<file path="src/rtl/imem_program_loader.sv">
// ---------------------------------------------------------------------------
// imem_program_loader
//
// Purpose:
//   Fills the instruction memory of the 72-bit processor from a framed byte
//   stream before execution starts. A frame is a header byte H (word count is
//   H+1), then (H+1)*BYTES_PER_WORD data bytes, then one checksum byte that is
//   the XOR of all data bytes (header excluded). Bytes are packed MSB first
//   into instruction words. Each word is written to consecutive IMEM
//   addresses starting at 0. The processor is held in reset until a complete
//   image with a matching checksum has been loaded.
//
// Ports:
//   clk          in   system clock, rising edge
//   rst          in   asynchronous active-high reset
//   start        in   one-cycle pulse; starts a load from IDLE, DONE or ERROR
//   s_data       in   stream byte
//   s_valid      in   s_data valid
//   s_ready      out  loader accepts a byte (transfer = s_valid & s_ready)
//   imem_we      out  IMEM write strobe, one cycle per word
//   imem_addr    out  IMEM write address
//   imem_wdata   out  IMEM write data, held between writes
//   cpu_rst_hold out  processor reset request, low only while in DONE
//   done         out  image loaded and checksum good (level)
//   error        out  checksum mismatch (level)
// ---------------------------------------------------------------------------
module imem_program_loader #(
    parameter int INSTR_WIDTH = 72,
    parameter int ADDR_WIDTH  = 8
) (
    input  logic                   clk,
    input  logic                   rst,
    input  logic                   start,
    input  logic [7:0]             s_data,
    input  logic                   s_valid,
    output logic                   s_ready,
    output logic                   imem_we,
    output logic [ADDR_WIDTH-1:0]  imem_addr,
    output logic [INSTR_WIDTH-1:0] imem_wdata,
    output logic                   cpu_rst_hold,
    output logic                   done,
    output logic                   error
);

    localparam int BYTES_PER_WORD = INSTR_WIDTH / 8;
    localparam int BCNT_W         = $clog2(BYTES_PER_WORD + 1);
    localparam int PREFIX_W       = INSTR_WIDTH - 8;

    localparam logic [BCNT_W-1:0] LAST_BYTE = BCNT_W'(BYTES_PER_WORD - 1);

    localparam logic [2:0] ST_IDLE  = 3'd0;
    localparam logic [2:0] ST_HDR   = 3'd1;
    localparam logic [2:0] ST_DATA  = 3'd2;
    localparam logic [2:0] ST_WRITE = 3'd3;
    localparam logic [2:0] ST_CHECK = 3'd4;
    localparam logic [2:0] ST_DONE  = 3'd5;
    localparam logic [2:0] ST_ERROR = 3'd6;

    logic [2:0]            state;
    logic [2:0]            next_state;
    logic [BCNT_W-1:0]     byte_cnt;
    logic [ADDR_WIDTH-1:0] word_cnt;
    logic [ADDR_WIDTH-1:0] last_idx;
    logic [7:0]            acc;
    logic                  xfer;
    logic                  last_byte;
    logic                  last_word;
    logic                  restart;

    // Only the first BYTES_PER_WORD-1 bytes of a word need storage; the final
    // byte completes the word straight from the stream into imem_wdata.
    logic [PREFIX_W-1:0]    prefix;
    logic [INSTR_WIDTH-1:0] next_word;

    // Append one stream byte to the partially assembled word (byte enters LSBs).
    function automatic logic [INSTR_WIDTH-1:0] shift_in(
        input logic [PREFIX_W-1:0] word_prefix,
        input logic [7:0]          b
    );
        return {word_prefix, b};
    endfunction

    assign s_ready   = (state == ST_HDR) || (state == ST_DATA) || (state == ST_CHECK);
    assign imem_we   = (state == ST_WRITE);
    assign xfer      = s_valid && s_ready;
    assign last_byte = (byte_cnt == LAST_BYTE);
    assign last_word = (word_cnt == last_idx);
    assign restart   = start && ((state == ST_IDLE) || (state == ST_DONE) || (state == ST_ERROR));
    assign next_word = shift_in(prefix, s_data);

    always_comb begin
        next_state = state;
        case (state)
            ST_IDLE:  if (start) next_state = ST_HDR;
            ST_HDR:   if (xfer) next_state = ST_DATA;
            ST_DATA:  if (xfer && last_byte) next_state = ST_WRITE;
            ST_WRITE: next_state = last_word ? ST_CHECK : ST_DATA;
            ST_CHECK: if (xfer) next_state = (s_data == acc) ? ST_DONE : ST_ERROR;
            ST_DONE:  if (start) next_state = ST_HDR;
            ST_ERROR: if (start) next_state = ST_HDR;
            default:  next_state = ST_IDLE;
        endcase
    end

    // Control, counters and output registers
    always_ff @(posedge clk or posedge rst) begin
        if (rst) begin
            state        <= ST_IDLE;
            byte_cnt     <= '0;
            word_cnt     <= '0;
            last_idx     <= '0;
            acc          <= '0;
            imem_addr    <= '0;
            imem_wdata   <= '0;
            cpu_rst_hold <= 1'b1;
            done         <= 1'b0;
            error        <= 1'b0;
        end else begin
            state <= next_state;
            // One cycle behind the state: releases the processor the cycle
            // after DONE is entered and re-asserts the cycle after it is left.
            cpu_rst_hold <= (state != ST_DONE);

            if (restart) begin
                byte_cnt  <= '0;
                word_cnt  <= '0;
                acc       <= '0;
                imem_addr <= '0;
                done      <= 1'b0;
                error     <= 1'b0;
            end

            if (state == ST_HDR && xfer) begin
                last_idx <= ADDR_WIDTH'(s_data);
            end

            if (state == ST_DATA && xfer) begin
                acc <= acc ^ s_data;
                if (last_byte) begin
                    byte_cnt   <= '0;
                    imem_wdata <= next_word;
                end else begin
                    byte_cnt <= byte_cnt + 1'b1;
                end
            end

            // Address advances only between words, so a full 2**ADDR_WIDTH
            // image ends on the top address without wrapping.
            if (state == ST_WRITE && !last_word) begin
                word_cnt  <= word_cnt + 1'b1;
                imem_addr <= imem_addr + 1'b1;
            end

            if (state == ST_CHECK && xfer) begin
                done  <= (s_data == acc);
                error <= (s_data != acc);
            end
        end
    end

    // Word assembly datapath, no reset needed
    always_ff @(posedge clk) begin
        if (state == ST_DATA && xfer) begin
            prefix <= next_word[PREFIX_W-1:0];
        end
    end

endmodule

</file>
<file path="config.mk">
export PLATFORM = sky130hd
export DESIGN_NAME = imem_program_loader
export DESIGN_NICKNAME = d
export VERILOG_FILES = /design/src/rtl/imem_program_loader.sv
export SDC_FILE = /design/constraint.sdc
export NUM_CORES = 1
export LEC_CHECK = 0
export BUFFER_PORTS_ARGS = -buffer_cell sky130_fd_sc_hd__buf_2
export CORE_MARGIN = 4
export CORE_UTILIZATION = 57
export DETAILED_ROUTE_END_ITERATION = 6
export GPL_TIMING_DRIVEN = 0
export PLACE_DENSITY_LB_ADDON = 0.2
export SETUP_SLACK_MARGIN = 0.5
export SLEW_MARGIN = 20
export SYNTH_ARGS = -nofsm -noshare
export SYNTH_HDL_FRONTEND = slang
export SYNTH_SLANG_ARGS = --single-unit
</file>
<file path="constraint.sdc">
create_clock -name clk -period 4.4 [get_ports clk]
set_input_delay 0.44 -clock clk [delete_from_list [all_inputs] [get_ports clk]]
set_output_delay 0.44 -clock clk [all_outputs]
set_load 0.01 [all_outputs]
</file>
# Word-level counts from Yosys, hierarchy flattened
# Cells that the tools add are included.
word_totals:
  output_inout_bits: 85
  inputBits: 12
  reg_bits: 178
  wordCells: 66
op_classes:
  bitwise_logic: 1
  addsub: 3
  n_mux: 17
  eq_ne: 15
  n_reduce_logical: 19
op_table:
  columns: ["cell", "count"]
  rows:
  - ["$mux 8", 4]
  - ["$add 8x1->8 const B", 2]
  - ["$eq 8x8->1", 2]
  - ["$mux 3", 5]
  - ["$pmux 3 s5", 1]
  - ["$mux 4", 3]
  - ["$eq 3x3->1 const B", 3]
  - ["$ne 8x8->1", 1]
  - ["$xor 8x8->8", 1]
  - ["$logic_and 1x1->1", 7]
  - ["$eq 3x2->1 const B", 2]
  - ["$reduce_bool 2->1", 3]
  - ["$add 4x1->4 const B", 1]
  - ["$eq 4x4->1 const B", 1]
  - ["$logic_or 1x1->1", 4]
  - ["$ne 2x1->1 const B", 2]
  - ["$ne 2x2->1 const B", 2]
  - ["$reduce_and 4->1", 1]
  - ["$eq 3x1->1 const B", 1]
  - ["$logic_not 3->1", 1]
  - ["$mux 1", 3]
  - ["$ne 3x3->1 const B", 1]
  - ["$reduce_or 3->1", 1]
  - ["$mux 2", 1]
  - ["other kinds (2)", 2]

# Depth between registers and ports, before layout
# Gate-level depths: netlist (run 1).
logic_depth:
  word_depth: 7
  ltp_mapped: 7

# Worst setup path after synthesis (run 1)
# OpenSTA, ideal clock, no wires.
synth_path:
  path_type: "input port to flip-flop"
  from: "input port s_valid"
  to: "register prefix[0] (enable)"
  required_ps: 3947
  arrival_ps: 2781
  setup_slack_ps: 1166
  stages: 4
  setup_time_ps: 453
  path_cell_list: "nor2b_1 nand2_1 inv_1 buf_1"
synth_between:
  elab_chain_len: 2
synth_lines:
  columns: ["element", "line", "source"]
  rows:
  - ["start, declared", "35", "input logic s_valid,"]
  - ["$logic_and 1x1->1", "85", "assign xfer = s_valid && s_ready;"]
  - ["$logic_and 1x1->1", "163", "if (state == ST_DATA && xfer) begin"]
  - ["end signal, assigned", "164", "prefix <= next_word[PREFIX_W-1:0];"]
  - ["end, declared", "72", "logic [PREFIX_W-1:0] prefix;"]
# No other way between the ends.
# A chain may end at the register's enable or synchronous reset.

# Final worst setup path (run 1)
layout_path:
  from: "register byte_cnt[0]"
  to: "register imem_wdata[70]"
layout_between:
  elab_chain_len: 2
layout_lines:
  columns: ["element", "line", "source"]
  rows:
  - ["start, declared", "61", "logic [BCNT_W-1:0] byte_cnt;"]
  - ["start signal, assigned", "143", "byte_cnt <= byte_cnt + 1'b1;"]
  - ["$eq 4x4->1", "86", "assign last_byte = (byte_cnt == LAST_BYTE);"]
  - ["$reduce_and 2->1 (no line)", null, null]
  - ["end signal, assigned", "141", "imem_wdata <= next_word;"]
  - ["end, declared", "39", "output logic [INSTR_WIDTH-1:0] imem_wdata,"]
# No other way between the ends.

==> reports/metrics.cfg, run 1 <==
[routing]
wire_per_inst_um = 18.1
wl_mm = 13.2
viasPerCell = 5.56
first_pass_iters = 4
drc = 0
first_iter_violations = 279
antenna_left = 0
vias = 4050

[global_routing]
overflow = 0
antenna_found_initial = 0
grt_pass1_wl_mm = 21.8
grt_pass1_vias = 4242
grt_max_degree = 65
grt_use_total_pct = 19.8

[synthesis]
synth_fp_nets = 471
seq_area_frac_synth_pct = 69.5
yosysWarnings = 0
avgSynthCellArea_um2 = 15.1
synthDistinctLibCells = 48
ys_ff_latch = 178
syn_inst = 455
netlist_area_um2 = 6870

[floorplanning]
coreArea_um2 = 11600
die_width_um = 118
die_area_um2 = 13900
num_rows = 39
dieHeight_um = 118
start_util_pct = 59.2
io_pins = 97

[sta]
final_hold_viol_count = 0
period_minus_slack_ns = 2.18
period_share_pct = 49.5
drv_slew = 0
finalClockSkew_ns = 0.00770
rsz0062_at_grt = false
tns_ns = 0
slew_headroom_pct = 58.0
worst_pin_slew_ns = 0.628
holdWs_ns = 0.0990
post-route-worst-setup-slack_ns = 2.22
fmax_mhz = 460
finalSetupViolCount = 0

[clock_tree]
cts_buffer_depth = 2
cts_tree = done
ctsHoldBuffers = 0
post_cts_buffers = 0
htreeDepth = 4
clk_latency_ns = 0.42
post_cts_resized = 0
path_clk_slew_ns = 0.07
cts-root-buf = clkbuf_16
cts_buffers = 17
cts.sinks = 178

[setup_path]
r2r_cells = 6
path_cells = inv_1, ha_1, nand2_1, nor3_4, buf_2, mux2_2
worst_setup_path_start_kind = flip-flop
cp_slowest_cell = dfrtp_1
worstPathArrival_ns = 2.47
slowest_delay_ns = 0.46
path_depth = 6
endpoint_kind = flip-flop
critPathMaxFanout = 10
critPathKind = flip-flop to flip-flop
crit_family = simple AND/OR/NAND/NOR gates
required_ns = 4.70
path_buf_inv = 2

[placement]
dp_slack_ns = 2.13
dp_hpwl_mm = 8.84
place_congestion = 0.858
place_inst = 697
placed_area_um2 = 7600
io_buffers = 96

[cells_and_area]
instances_no_fill = 729
n_antenna_cell = 0
drive_gt1_share_pct = 39.1
area_delta_synth_final_pct = 18.7
fillCellCount = 809
finalInstanceArea_um2 = 8150
fin_nets = 589

[power_and_ir_drop]
p_per_area_nw_per_um2 = 495
ir_drop_mv = 0.257
cellLeakagePower_nw = 3.85

[status]
status = finished, final reports clean

[hold_path]
worstHoldPathType = input port to asynchronous set/reset pin

[job]
drv_cap = 0

==> layout make-up <==
type | count | area (µm²) | share of cell area [%]
plain buffers | 17 | 93.8 | 1.15
clock buffers | 23 | 468 | 5.74
clock inverters | 9 | 82.6 | 1.01
inverters | 10 | 42.5 | 0.522
multi-input cells | 250 | 1960 | 24.1
flip-flops and latches | 178 | 4780 | 58.6
well taps | 143 | 179 | 2.19
repair buffers | 99 | 548 | 6.72
==> path summary, 6_finish.rpt <==
path                             start        endpoint  slack, ns
setup / recovery           byte_cnt[0]  imem_wdata[70]       2.22
hold / removal                     rst    imem_addr[5]        0.1
setup reg to reg           byte_cnt[0]  imem_wdata[70]       2.22
hold reg to reg             prefix[29]      prefix[37]       0.44
max in group asynchronous          rst   imem_wdata[6]       3.63
min in group clk             s_data[5]       prefix[5]       0.31
==> Yosys cell counts, drive strengths merged <==
library cell / count / share of area, %
dfstp: 1 / 0.38
nand4: 4 / 0.46
nor2: 16 / 0.87
or3: 2 / 0.20
mux2i: 7 / 1.0
o311ai: 2 / 0.26
clkbuf: 4 / 0.24
buf: 13 / 1.1
nand2: 28 / 1.5
dfrtp: 113 / 41
nand3: 10 / 0.73
and2: 2 / 0.20
a211o: 1 / 0.13
mux2: 82 / 13
a22o: 3 / 0.38
or4: 2 / 0.22
nand3b: 2 / 0.22
o21bai: 1 / 0.11
a311oi: 1 / 0.13
o211ai: 1 / 0.11
nor3: 2 / 0.31
nand2b: 3 / 0.27
a21oi: 2 / 0.15
inv: 9 / 0.49
a31oi: 1 / 0.091
a22oi: 1 / 0.18
o21a: 1 / 0.11
clkinv: 1 / 0.055
nor3b: 1 / 0.11
o21ai: 37 / 2.7
xor2: 9 / 1.1
and3b: 1 / 0.13
o31ai: 3 / 0.33
and3: 3 / 0.27
a211oi: 1 / 0.11
nor4: 2 / 0.18
ha: 4 / 0.73
xnor2: 10 / 1.3
nor2b: 5 / 0.46
edfxtp: 64 / 28
==> sequential cells by signal (all words and copies together) (netlist names), 3 cells and up <==
signal and flops:
prefix 64, state 3, imem_wdata 72, acc 8, word_cnt 8, last_idx 8
byte_cnt 4, imem_addr 8
==> per-stage QoR <==
stage | total power, mW | util (%)
after floorplan | 2.46 | -
after global placement | 2.60 | 64.8
after detailed placement | 2.65 | 65.5
after CTS | 4.05 | 70.2
after global routing | 4.21 | 70.2
final | 4.03 | 70.2
==> report_power, final <==
group          internal, mW  switching, mW  total (mW)
logic                 0.228          0.337       0.566
registers              1.93          0.122        2.05
clock network         0.808          0.604        1.41
==> layer usage <==
| layer | share of wire, % | vias up | global-route usage, % |
|---|---|---|---|
| li1 | - | 1876 | - |
| met5 | 0 | - | 0 |
| met2 | 50 | 107 | 32.8 |
| met4 | 1.6 | 0 | 6.89 |
| met3 | 5.5 | 17 | 5.86 |
| met1 | 43 | 2050 | 25.2 |
==> cell families (layout without fill, tap and decap cells) <==
| family | Yosys count | count (layout) | synth area share [%] |
|---|---|---|---|
| AOI/OAI and AO/OA | 55 | 55 | 4.83 |
| xor gates and xnor gates | 19 | 19 | 2.42 |
| buffers and inverters | 27 | 158 | 1.89 |
| adders and majority gates | 4 | 4 | 0.728 |
| DFF | 178 | 178 | 69.5 |
| and+or+nand+nor | 83 | 83 | 6.16 |
| muxes | 89 | 89 | 14.5 |
==> placed cells by master, fill, tap and decap left out, types with 4 or more instances in the layout <==
cell       synthesis  layout
buf_2             10     107
clkbuf_1           3       7
clkbuf_16          0      17
dfrtp_1          113     113
edfxtp_1          64      64
ha_1               4       4
inv_1              9       8
mux2_2            82      82
mux2i_1            7       7
nand2_1           28      28
nand3_1           10      10
nor2_1            16      16
nor2b_1            5       5
o21ai_0           36      36
xnor2_1           10      10
xor2_1             9       9
(Power assumes the default switching activity.)
==> inputs of run 2 (changes only) <==
--- a/config.mk
+++ b/config.mk
@@ -7,7 +7,7 @@
 export LEC_CHECK = 0
 export BUFFER_PORTS_ARGS = -buffer_cell sky130_fd_sc_hd__buf_2
 export CORE_MARGIN = 4
-export CORE_UTILIZATION = 57
+export CORE_UTILIZATION = 51
 export DETAILED_ROUTE_END_ITERATION = 6
 export GPL_TIMING_DRIVEN = 0
 export PLACE_DENSITY_LB_ADDON = 0.2
==> constraint.sdc (replaced) <==
create_clock -name clk -period 1.8 [get_ports clk]
set_input_delay 0.18 -clock clk [delete_from_list [all_inputs] [get_ports clk]]
set_output_delay 0.18 -clock clk [all_outputs]
set_load 0.01 [all_outputs]
==> reports/metrics.cfg, run 2 (synthesis gave the netlist of run 1 again) <==
[sta]
final_hold_viol_count = 0
tns_ns = -0.609
drv_slew = 0
period_share_pct = 104
rsz0062_at_grt = true
fmax_mhz = 535
finalClockSkew_ns = 0.0136
worst_pin_slew_ns = 0.603
period_minus_slack_ns = 1.87
finalSetupViolCount = 30
slew_headroom_pct = 59.7
post-route-worst-setup-slack_ns = -0.0708

[cells_and_area]
n_antenna_cell = 0
mostFrequentLayoutCells = dfrtp_1, buf_2, mux2_4, edfxtp_1, buf_4
fin_nets = 684
largestRegisters = imem_wdata (72), prefix (64)
drive_gt1_share_pct = 56.7
largest-register = imem_wdata
final_common_cell = dfrtp_1
largest_reg_flops = 72
area_delta_synth_final_pct = 51.1
fin_util_pct = 78.4
finalInstanceArea_um2 = 10400

[setup_path]
worst_setup_path_start_kind = flip-flop
worstReg2RegStart = state[0]
critPathKind = flip-flop to flip-flop
reg2reg_slack_ns = -0.07
r2r_cells = 7
endpoint_kind = flip-flop
reg2reg_to = byte_cnt[3]
worstPathArrival_ns = 2.21
required_ns = 2.14
critPathMaxFanout = 10

[clock_tree]
clk_latency_ns = 0.43
cts.sinks = 178
cts_buffer_depth = 2
cts_tree = done
htreeDepth = 4
path_clk_slew_ns = 0.07
cts_buffers = 17
cts-root-buf = clkbuf_16

[hold_path]
worstHoldPathType = input port to flip-flop
hold_depth = 1
hp-start = s_data[0]
hold_end = prefix[0]

[routing]
wl_mm = 19.9
vias = 4838
antenna_left = 0
wire_per_inst_um = 23.2
first_pass_iters = 5
viasPerCell = 5.65
first_iter_violations = 412
drc = 0

[floorplanning]
die_width_um = 124
coreArea_um2 = 13200
die_area_um2 = 15400
dieHeight_um = 124
start_util_pct = 51.9
num_rows = 42
io_pins = 97

[power_and_ir_drop]
power_mw = 12.3
ir_drop_mv = 0.739
seqPwrFrac_pct = 41.5
swShare_pct = 29.2
cellLeakagePower_nw = 4.81
p_per_area_nw_per_um2 = 1180
intPower_mw = 8.70
combPwrFrac_pct = 29.1
pwr-share-clk_pct = 29.4
p_switching_mw = 3.59

[placement]
dp_hpwl_mm = 9.00
placed_area_um2 = 7860
dp_slack_ns = -0.164
place_congestion = 0.785
io_buffers = 96

[status]
violations = negative setup slack
status = complete, but fails checks

[global_routing]
antenna_found_initial = 0
grt_use_total_pct = 23.1
overflow = 0
grt_pass1_wl_mm = 26.4
grt_max_degree = 30
grt_pass1_vias = 4657

[job]
drv_cap = 0

## run 2: changes by cell type in the layout (fill, tap and decap cells not counted), sizes merged
cell / before / now
clkinv: 5 / 6
dlygate4sd3: 0 / 1
inv: 10 / 13
buf: 112 / 204
clkbuf: 27 / 25
## run 2: metal layers
layer / vias up / global-route usage (%) / wire (µm)
met4: 0 / 8.56 / 720
met1: 2490 / 29.7 / 8100
met3: 60 / 5.86 / 1140
met2: 205 / 38.1 / 9970
li1: 2083 / - / -
met5: - / 0 / 0
## run 2: per-stage QoR
stage	std cells	hold WS, ns
after floorplan	455	0.279
after global placement	727	0.424
after detailed placement	731	0.275
after CTS	832	0.0208
after global routing	857	0.0292
final	857	0.0410
## run 2: how the worst max path moves through the flow
stage	depth (start not counted)	slack, ns	end	start
2_1_floorplan	6	0.16	imem_wdata[0]	byte_cnt[0]
3_3_place_gp	2	-0.59	imem_wdata[10]	rst
3_5_place_dp	6	-0.16	imem_wdata[6]	byte_cnt[0]
4_1_cts	8	0.07	imem_wdata[55]	byte_cnt[0]
5_1_grt	7	-0.14	byte_cnt[3]	state[0]
6_report	7	-0.07	byte_cnt[3]	state[0]
## run 2: worst max-delay path, stage by stage, from the launching register on
cell	delay (ns)
dfrtp_1	0.45
nor2b_4	0.19
nand2_4	0.09
buf_12	0.15
clkbuf_2	0.21
a311oi_1	0.39
o21ai_0	0.17
o21ai_0	0.12
## run 2: final cells by class
cell class                 count  area [µm²]
sequential                   178        4780
clock buffer                  19         443
tap                          176         220
multi-input combinational    250        2540
clock inverter                13         124
timing repair buffer         194        1960
inverter                      10        58.8
buffer                        17         251
fill                         685        2860
## run 2: power groups by stage
stage	combinational, mW	clock (mW)	sequential, mW
global route	3.74	3.84	5.14
finish	3.58	3.62	5.10
global placement	1.49	0	5.07
floorplan	1.20	0	5.02
detailed placement	1.58	0	5.09
CTS	2.84	3.59	5.01
## run 2: repair_timing
action                     4_1_cts  5_1_grt
buffers inserted                51       21
hold endpoints to repair        18        0
setup endpoints to repair      178      179
gates cloned                    17        4
hold buffers                     1        0
resized for setup              111      108
pin swaps                       19       25
==> inputs of run 3 (changes only) <==
--- a/config.mk
+++ b/config.mk
@@ -7,11 +7,12 @@
 export LEC_CHECK = 0
 export BUFFER_PORTS_ARGS = -buffer_cell sky130_fd_sc_hd__buf_2
 export CORE_MARGIN = 4
-export CORE_UTILIZATION = 51
+export CORE_UTILIZATION = 50
 export DETAILED_ROUTE_END_ITERATION = 6
 export GPL_TIMING_DRIVEN = 0
 export PLACE_DENSITY_LB_ADDON = 0.2
 export SETUP_SLACK_MARGIN = 0.5
+export SKIP_LAST_GASP = 1
 export SLEW_MARGIN = 20
 export SYNTH_ARGS = -nofsm -noshare
 export SYNTH_HDL_FRONTEND = slang
==> reports/metrics.cfg, run 3 (synthesis gave the netlist of run 1 again) <==
[status]
status = complete, but fails checks
violations = negative setup slack

[cells_and_area]
area_delta_synth_final_pct = 52.5
largestRegisters = imem_wdata (72), prefix (64)
fillCellCount = 697
final_common_cell = dfrtp_1
largest-register = imem_wdata
finalInstanceArea_um2 = 10500
n_antenna_cell = 0
drive_gt1_share_pct = 58.7
multi_input_area_um2 = 2490
fin_nets = 693
mostFrequentLayoutCells = dfrtp_1, buf_2, edfxtp_1, mux2_4, buf_6
largest_reg_flops = 72
seq_area_um2 = 4780

[placement]
io_buffers = 96
dp_hpwl_mm = 9.08
place_congestion = 0.791
placed_area_um2 = 7820
dp_slack_ns = -0.138

[setup_path]
reg2reg_slack_ns = -0.12
cp_common_cell = buf_12
required_ns = 2.12
worstPathArrival_ns = 2.23
reg2reg_to = imem_wdata[16]
path_cells = nor2b_2, nand2_2, nor3_4, buf_4, buf_12, buf_12, mux2_2
worst_setup_path_start_kind = flip-flop
crit_family = simple AND/OR/NAND/NOR gates
cp_slowest_cell = dfrtp_1
endpoint_kind = flip-flop
critPathKind = flip-flop to flip-flop
slowest_delay_ns = 0.46
worstReg2RegStart = state[2]
r2r_cells = 7
path_buf_inv = 3
critPathMaxFanout = 10

[hold_path]
hold_end = prefix[6]
worstHoldPathType = input port to flip-flop
hold_depth = 1
hp-start = s_data[6]

[clock_tree]
clk_latency_ns = 0.43
cts_tree = done
cts.sinks = 178
htreeDepth = 4
path_clk_slew_ns = 0.07
cts_buffers = 17
cts_buffer_depth = 2
cts-root-buf = clkbuf_16

[global_routing]
grt_max_degree = 34
grt_pass1_wl_mm = 28.7
grt_pass1_vias = 4908
antenna_found_initial = 0
grt_use_total_pct = 23.8
overflow = 0

[job]
drv_cap = 0

[floorplanning]
start_util_pct = 51.5
die_area_um2 = 15700
coreArea_um2 = 13300
num_rows = 42
dieHeight_um = 125
io_pins = 97
die_width_um = 125

[sta]
fmax_mhz = 522
rsz0062_at_grt = true
finalSetupViolCount = 93
finalClockSkew_ns = 0.0111
final_hold_viol_count = 0
drv_slew = 0
period_share_pct = 106
post-route-worst-setup-slack_ns = -0.117
period_minus_slack_ns = 1.92
worst_pin_slew_ns = 0.677
tns_ns = -5.48
slew_headroom_pct = 54.8

[power_and_ir_drop]
swShare_pct = 28.8
pwr-share-clk_pct = 30.0
p_switching_mw = 3.68
combPwrFrac_pct = 30.3
cellLeakagePower_nw = 4.88
power_mw = 12.8
ir_drop_mv = 0.854
intPower_mw = 9.10
p_per_area_nw_per_um2 = 1220
seqPwrFrac_pct = 39.7

[routing]
dr.max_layer_used = met4
antenna_left = 0
drc = 0
vias = 4946
first_iter_violations = 281
wl_mm = 21.3
wl_met2_mm = 10.7
viasPerCell = 5.71
wl_met3_mm = 1.41
wire_per_inst_um = 24.5
wl_met1_mm = 8.48
first_pass_iters = 5

[run 3: power by group through the flow]
stage | clock network, mW | registers (mW) | logic [mW]
final | 3.83 | 5.07 | 3.87
after global routing | 4.06 | 5.11 | 4.03
after CTS | 3.81 | 5.02 | 3.12
after detailed placement | 0 | 5.11 | 1.57
after global placement | 0 | 5.07 | 1.49
after floorplan | 0 | 5.02 | 1.20
[run 3: timing repair]
action,in CTS,in global routing
setup buffers,60,18
gates resized for setup,129,93
hold endpoints to repair,20,0
cloned,19,6
hold buffers,1,0
setup endpoints to repair,178,179
pin swaps,27,27
[run 3: final cells by class]
class                   count  share of cell area [%]
clock buffers              21                    4.30
clock inverters            11                    1.46
well taps                 176                    2.10
multi-input cells         250                    23.8
plain buffers              17                    2.53
inverters                  10                   0.525
flip-flops and latches    178                    45.6
repair buffers            203                    19.7
[run 3: worst max-delay path by stage]
stage	cells after the start	slack, ns	endpoint	startpoint
floorplan	6	0.16	imem_wdata[0]	byte_cnt[0]
global placement	2	-0.59	imem_wdata[10]	rst
detailed placement	5	-0.14	imem_wdata[2]	state[1]
CTS	8	0.06	imem_wdata[29]	byte_cnt[0]
global route	7	-0.16	imem_wdata[16]	state[2]
finish	7	-0.12	imem_wdata[16]	state[2]
[run 3: metal layers]
layer / up-vias / GRT usage (%)
met1: 2542 / 31.6
met5: - / 0
li1: 2105 / -
met4: 0 / 9.31
met3: 47 / 6.14
met2: 252 / 38.0
[run 3: through the flow]
stage / std cells / hold slack [ns] / utilization [%]
3_5_place_dp: 730 / 0.284 / 58.6
4_1_cts: 842 / 0.0228 / 73.8
2_1_floorplan: 455 / 0.279 / -
5_1_grt: 866 / 0.0198 / 78.5
3_3_place_gp: 727 / 0.423 / 58.1
6_report: 866 / 0.0460 / 78.5
